File: src/rtl/adder_arbiter_if.sv
// Request/response bundle between compute units, the round-robin arbiter and the shared adder.
// slave = arbiter side, master = requesters plus adder side.
interface adder_arbiter_if #(
    parameter int NUM_REQ = 4,
    parameter int WIDTH   = 32,
    parameter int LATENCY = 4
);
    localparam int IFW = $clog2(LATENCY + 1);

    logic                     issue_en;
    logic [NUM_REQ-1:0]       req_valid;
    logic [NUM_REQ*WIDTH-1:0] req_in1;
    logic [NUM_REQ*WIDTH-1:0] req_in2;
    logic [NUM_REQ-1:0]       req_ready;
    logic [WIDTH-1:0]         add_in1;
    logic [WIDTH-1:0]         add_in2;
    logic [WIDTH-1:0]         add_out;
    logic [NUM_REQ-1:0]       resp_valid;
    logic [WIDTH-1:0]         resp_data;
    logic [IFW-1:0]           inflight;
    logic                     idle;

    modport slave (
        input  issue_en, req_valid, req_in1, req_in2, add_out,
        output req_ready, add_in1, add_in2, resp_valid, resp_data, inflight, idle
    );

    modport master (
        output issue_en, req_valid, req_in1, req_in2, add_out,
        input  req_ready, add_in1, add_in2, resp_valid, resp_data, inflight, idle
    );
endinterface

File: src/rtl/adder_arbiter.sv
// Round-robin arbiter sharing one fixed-latency pipelined adder, with a valid/tag shadow pipe.
// Optional perf counters enabled by defining ADDER_ARBITER_PERF_EN.
module adder_arbiter #(
    parameter int NUM_REQ = 4,
    parameter int WIDTH   = 32,
    parameter int LATENCY = 4
) (
    input  logic                       clock,
    input  logic                       reset,
    adder_arbiter_if.slave             bus
`ifdef ADDER_ARBITER_PERF_EN
    ,
    input  logic [$clog2(NUM_REQ)-1:0] perf_sel,
    input  logic                       perf_clr,
    output logic [15:0]                perf_grant_cnt,
    output logic [15:0]                perf_stall_cnt
`endif
);
    localparam int TAG_W = $clog2(NUM_REQ);
    localparam int IFW   = $clog2(LATENCY + 1);

    logic [TAG_W-1:0]   r_rr_ptr;
    logic [LATENCY-1:0] r_vld;
    logic [TAG_W-1:0]   r_tag [LATENCY];
    logic [IFW-1:0]     r_inflight;

    logic [NUM_REQ-1:0] w_req_eff;
    logic               w_hi_any;
    logic [TAG_W-1:0]   w_hi_idx;
    logic               w_grant_any;
    logic [TAG_W-1:0]   w_lo_idx;
    logic [TAG_W-1:0]   w_grant_idx;
    logic               w_retire;

    // Gating with reset keeps grants and operands at zero while reset is held.
    assign w_req_eff = (reset && bus.issue_en) ? bus.req_valid : '0;

    // Lowest request at or above the pointer wins; otherwise lowest overall (wrap).
    always_comb begin
        w_hi_any    = 1'b0;
        w_hi_idx    = '0;
        w_grant_any = 1'b0;
        w_lo_idx    = '0;
        for (int j = NUM_REQ - 1; j >= 0; j--) begin
            if (w_req_eff[j]) begin
                w_grant_any = 1'b1;
                w_lo_idx    = TAG_W'(j);
                if (TAG_W'(j) >= r_rr_ptr) begin
                    w_hi_any = 1'b1;
                    w_hi_idx = TAG_W'(j);
                end
            end
        end
    end

    assign w_grant_idx   = w_hi_any ? w_hi_idx : w_lo_idx;
    assign w_retire      = r_vld[LATENCY-1];

    assign bus.req_ready = w_grant_any ? (NUM_REQ'(1) << w_grant_idx) : '0;
    assign bus.add_in1   = w_grant_any ? bus.req_in1[w_grant_idx*WIDTH +: WIDTH] : '0;
    assign bus.add_in2   = w_grant_any ? bus.req_in2[w_grant_idx*WIDTH +: WIDTH] : '0;

    always_ff @(posedge clock or negedge reset) begin
        if (!reset) begin
            r_rr_ptr   <= '0;
            r_vld      <= '0;
            r_inflight <= '0;
            for (int k = 0; k < LATENCY; k++) r_tag[k] <= '0;
        end else begin
            if (w_grant_any)
                r_rr_ptr <= (w_grant_idx == TAG_W'(NUM_REQ - 1)) ? '0 : w_grant_idx + TAG_W'(1);
            r_vld[0] <= w_grant_any;
            r_tag[0] <= w_grant_idx;
            for (int k = 1; k < LATENCY; k++) begin
                r_vld[k] <= r_vld[k-1];
                r_tag[k] <= r_tag[k-1];
            end
            r_inflight <= r_inflight + IFW'(w_grant_any) - IFW'(w_retire);
        end
    end

    // Adder data is unreset; only the shadow valid decides whether a result is delivered.
    assign bus.resp_valid = w_retire ? (NUM_REQ'(1) << r_tag[LATENCY-1]) : '0;
    assign bus.resp_data  = w_retire ? bus.add_out : '0;
    assign bus.inflight   = r_inflight;
    assign bus.idle       = (r_inflight == '0) && (bus.req_valid == '0);

`ifdef ADDER_ARBITER_PERF_EN
    logic [15:0] r_grant_cnt [NUM_REQ];
    logic [15:0] r_stall_cnt;

    always_ff @(posedge clock or negedge reset) begin
        if (!reset) begin
            for (int i = 0; i < NUM_REQ; i++) r_grant_cnt[i] <= '0;
            r_stall_cnt <= '0;
        end else if (perf_clr) begin
            for (int i = 0; i < NUM_REQ; i++) r_grant_cnt[i] <= '0;
            r_stall_cnt <= '0;
        end else begin
            if (w_grant_any && (r_grant_cnt[w_grant_idx] != 16'hFFFF))
                r_grant_cnt[w_grant_idx] <= r_grant_cnt[w_grant_idx] + 16'd1;
            if ((bus.req_valid != '0) && !w_grant_any && (r_stall_cnt != 16'hFFFF))
                r_stall_cnt <= r_stall_cnt + 16'd1;
        end
    end

    assign perf_grant_cnt = (int'(perf_sel) < NUM_REQ) ? r_grant_cnt[perf_sel] : '0;
    assign perf_stall_cnt = r_stall_cnt;
`endif
endmodule

File: src/flat_wrapper.sv
// flat-port wrapper written by rule: the top's interface ports become plain ports
module adder_arbiter_flat 
#(
    parameter int NUM_REQ = 4,
    parameter int WIDTH   = 32,
    parameter int LATENCY = 4
)
  (clock, reset, bus_issue_en, bus_req_valid, bus_req_in1, bus_req_in2, bus_add_out, bus_req_ready, bus_add_in1, bus_add_in2, bus_resp_valid, bus_resp_data, bus_inflight, bus_idle);
  adder_arbiter_if #(.NUM_REQ(NUM_REQ), .WIDTH(WIDTH), .LATENCY(LATENCY)) bus_i ();
  input  logic clock;
  input  logic reset;
  input wire logic [$bits(bus_i.issue_en)-1:0] bus_issue_en;
  input wire logic [$bits(bus_i.req_valid)-1:0] bus_req_valid;
  input wire logic [$bits(bus_i.req_in1)-1:0] bus_req_in1;
  input wire logic [$bits(bus_i.req_in2)-1:0] bus_req_in2;
  input wire logic [$bits(bus_i.add_out)-1:0] bus_add_out;
  output wire logic [$bits(bus_i.req_ready)-1:0] bus_req_ready;
  output wire logic [$bits(bus_i.add_in1)-1:0] bus_add_in1;
  output wire logic [$bits(bus_i.add_in2)-1:0] bus_add_in2;
  output wire logic [$bits(bus_i.resp_valid)-1:0] bus_resp_valid;
  output wire logic [$bits(bus_i.resp_data)-1:0] bus_resp_data;
  output wire logic [$bits(bus_i.inflight)-1:0] bus_inflight;
  output wire logic [$bits(bus_i.idle)-1:0] bus_idle;
  assign bus_i.issue_en = bus_issue_en;
  assign bus_i.req_valid = bus_req_valid;
  assign bus_i.req_in1 = bus_req_in1;
  assign bus_i.req_in2 = bus_req_in2;
  assign bus_i.add_out = bus_add_out;
  assign bus_req_ready = bus_i.req_ready;
  assign bus_add_in1 = bus_i.add_in1;
  assign bus_add_in2 = bus_i.add_in2;
  assign bus_resp_valid = bus_i.resp_valid;
  assign bus_resp_data = bus_i.resp_data;
  assign bus_inflight = bus_i.inflight;
  assign bus_idle = bus_i.idle;
  adder_arbiter #(.NUM_REQ(NUM_REQ), .WIDTH(WIDTH), .LATENCY(LATENCY)) u_core (.clock(clock), .reset(reset), .bus(bus_i));
endmodule
File: config.mk
export PLATFORM = sky130hd
export DESIGN_NAME = adder_arbiter_flat
export DESIGN_NICKNAME = d
export VERILOG_FILES = /design/src/rtl/adder_arbiter_if.sv /design/src/rtl/adder_arbiter.sv /design/src/flat_wrapper.sv
export SDC_FILE = /design/constraint.sdc
export NUM_CORES = 1
export LEC_CHECK = 0
export CAP_MARGIN = 10
export CORE_AREA = 2 2 155 157
export CTS_CLUSTER_DIAMETER = 120
export DETAILED_ROUTE_END_ITERATION = 6
export DIE_AREA = 0 0 157 159
export GPL_TIMING_DRIVEN = 0
export PLACE_DENSITY = 0.46
export SETUP_SLACK_MARGIN = 0.2
export SYNTH_ARGS = -nofsm -noshare
export SYNTH_HDL_FRONTEND = slang
export SYNTH_SLANG_ARGS = --single-unit
File: constraint.sdc
create_clock -name clock -period 9.4 [get_ports clock]
set_input_delay 2.82 -clock clock [delete_from_list [all_inputs] [get_ports clock]]
set_output_delay 2.82 -clock clock [all_outputs]
set_load 0.05 [all_outputs]
==> results.yml <==
logic_synthesis:
  yosysWarningCount: 0
  synth_nets: 620
  ys_seq_area_share_pct: 14.21
  synth_flop_cell: "dfrtp_1"
  synthesis.area_um2: 2993
  synth_edf_count: 0
  avgSynthCellArea_um2: 9.412
  netlist_instances: 318
  ys_ff_latch: 17
  netlist-cell-type-count: 34
  async_flop_share_pct: 100.0
global_route:
  grt_use_met2_pct: 26.26
  grt.busiest_layer: "met2"
  grt_antenna_before_repair: 0
  grt_use_total_pct: 13.90
  grt_pass1_wl_um: 26630
  met3_usage_pct: 3.702
  grtUsageMet1_pct: 15.51
  grt_max_degree: 19
  grt_pass1_vias: 4616
  grt.overflow.total: 0
clocking:
  clkSlewWorstSetupHoldPaths_ns: 0.05
  cts_tree: "yes"
  cts_num_sinks: 17
  htreeDepth: 1
  cts-root-buf: "clkbuf_16"
  clockBufferDepth: 2
  cts-hold-fix-buffers: 0
  cts_made_buffers: 3
  worst_skew_pair.late_latency_ns: 0.25
finish:
  nNetsFinal: 1027
  fillCellCount: 2381
  final_area_um2: 7500
  drive_above_1_share_pct: 3.867
  diodes: 0
  final_util_pct: 32.34
  area_growth_pct: 150.6
floorplanning:
  dieArea_um2: 24960
  fp-row-count: 56
  fp.dieW_um: 157
  start_util_pct: 12.90
  dieHeight_um: 159
  coreArea_um2: 23190
  io_pins: 403
worst_hold_path:
  min_path_type: "register to register"
  hp-start: "u_core.r_vld[0]$_DFF_PN0_"
sta:
  worstMarginPinSlew_ns: 0.6835
  min_period_ns: 8.841
  timing.final.crit_share_pct: 94.05
  finalMaxSlewViolations: 0
  slew_headroom_pct: 54.44
  clock_skew_ns: 0.001135
  hold_viol_final: 0
  grt_setup_unrepaired: "no"
  timing.fmax_ghz: 0.1131
  setup_viol: 0
critical_path:
  critPathLaunch: "bus_req_valid[3]"
  path_cells: "clkdlybuf4s50_1 -> nor2b_4 -> o21ai_1 -> nand3_1 -> clkdlybuf4s15_1 -> clkbuf_1 -> o22ai_1 -> clkdlybuf4s50_1"
  required_ns: 6.58
  slowest_stage: "clkdlybuf4s50_1"
  critPathLaunchType: "input port"
  crit_path_frequent_cell: "clkdlybuf4s50_1"
  r2r_start: "u_core.r_rr_ptr[1]$_DFFE_PN0N_"
  crit_fanout: 10
  critPathMaxStageDelay_ns: 0.88
  critical_path_arrival_ns: 6.02
  end_kind: "primary output"
  path_class: "input port to primary output"
detailed_routing:
  vias_per_cell: 4.037
  drc: 0
  vias: 4211
  postRouteAntennaNets: 0
  routed_wl_um: 18600
  drt_iter0_drc: 122
  wl_per_cell_um: 17.83
  first_pass_iters: 6
placed_design:
  hpwl_um: 16070
  place_area_um2: 7416
  portBuffers: 402
  routabilityCongestion: 0.8541
power:
  ir_drop_v: 0.00006429
  power_uw: 682.0
  power_leakage_nw: 2.614
  power.density_nw_per_um2: 90.94
outcome:
  status: "complete, no violations"
job:
  drv_cap: 0
-- where the power goes --
part / leakage, nW / internal, mW / switching (mW)
Clock: 0.0371 / 0.0573 / 0.0279
Sequential: 0.219 / 0.0858 / 0.0119
Combinational: 2.36 / 0.243 / 0.256
Total: 2.61 / 0.386 / 0.296
-- cell usage in the layout (no fill, tap or decap), drive strengths merged, types with 2 or more instances in the layout --
| master | instances |
|---|---|
| bufbuf | 3 |
| ha | 6 |
| and2 | 36 |
| nand2 | 4 |
| dfrtp | 17 |
| nor4 | 2 |
| a21oi | 2 |
| mux2i | 128 |
| nand2b | 2 |
| o22ai | 64 |
| inv | 8 |
| nor3b | 2 |
| buf | 11 |
| clkdlybuf4s50 | 401 |
| nor2 | 6 |
| clkbuf | 19 |
-- metal layers --
| layer | part of all wire (%) | vias up | wire [um] |
|---|---|---|---|
| li1 | - | 2024 | - |
| met1 | 38 | 1922 | 7027 |
| met2 | 52 | 243 | 9616 |
| met3 | 9.0 | 22 | 1676 |
| met4 | 1.5 | 0 | 278 |
| met5 | 0 | - | 0 |
-- registers in the layout (all words and copies together) (netlist names) --
register and cells:
u_core.r_tag 8, u_core.bus.inflight 3, u_core.r_vld 4, u_core.r_rr_ptr 2
-- synthesized netlist by cell type (2+ instances only) --
cell	number	area, um2
and2_1	36	225.2
buf_12	8	160.2
buf_8	3	45.04
bufbuf_8	3	56.30
clkbuf_1	15	56.30
dfrtp_1	17	425.4
ha_1	6	75.07
inv_1	6	22.52
inv_2	2	7.510
mux2i_1	128	1281
nand2_1	3	11.26
nand2b_1	2	12.51
nor2_1	5	18.77
o22ai_1	64	400.4
-- worst max-delay path: cells and delay by family --
| kind | cells | cell delay [ns] |
|---|---|---|
| buffers and inverters | 4 | 2.47 |
| AND/OR/NAND/NOR | 2 | 0.25 |
| AO/OA/AOI/OAI | 2 | 0.46 |
-- logic make-up (layout without fill, tap and decap cells) --
kind of cell / after synthesis / in the layout / share of synthesized area, %
mux: 129 / 129 / 43.19
fa+ha+maj: 7 / 7 / 3.177
compound gates: 69 / 69 / 14.46
xor+xnor: 2 / 2 / 0.5854
flops: 17 / 17 / 14.21
buf+inv: 38 / 444 / 11.75
simple gates: 56 / 56 / 12.63
-- area by class of cell --
| type | count | area (um2) | share of cell area, % |
|---|---|---|---|
| Timing Repair Buffer | 402 | 4019 | 53.59 |
| Multi-Input combinational cell | 263 | 2216 | 29.55 |
| Sequential cell | 17 | 425.4 | 5.672 |
| Tap cell | 319 | 399.1 | 5.322 |
| Buffer | 30 | 327.8 | 4.371 |
| Clock buffer | 3 | 75.07 | 1.001 |
| Inverter | 8 | 30.03 | 0.4004 |
| Clock inverter | 1 | 7.507 | 0.1001 |
-- path summary, 6_finish.rpt --
path | end | slack (ns) | cells past startpoint
setup / recovery | bus_add_in2[13] | 0.56 | 8
hold / removal | u_core.r_vld[1]$_DFF_PN0_ | 0.34 | 0
setup reg to reg | u_core.r_rr_ptr[1]$_DFFE_PN0N_ | 6.96 | 7
hold reg to reg | u_core.r_vld[1]$_DFF_PN0_ | 0.34 | 0
max in group asynchronous | u_core.r_tag[5]$_DFF_PN0_ | 6.56 | 1
min in group asynchronous | u_core.r_tag[0]$_DFF_PN0_ | 2.52 | 1
-- repair_timing --
| action | CTS | global route |
|---|---|---|
| endpoints found under the hold margin | 0 | 0 |
| buffers inserted | 0 | 0 |
| resized for setup | 1 | 3 |
| endpoints found under the setup margin | 60 | 49 |
-- stage by stage --
stage / setup WS (ns) / TNS, ns / cells / hold slack [ns]
5_1_grt: 0.3119 / 0 / 1043 / 0.3533
6_report: 0.5592 / 0 / 1043 / 0.3444
3_5_place_dp: -0.03725 / -0.09339 / 1039 / 0.3355
4_1_cts: 0.2116 / 0 / 1043 / 0.3495
3_3_place_gp: 0.05803 / 0 / 1039 / 0.3327
2_1_floorplan: 1.959 / 0 / 318 / 0.3312
(Power assumes the default switching activity.)
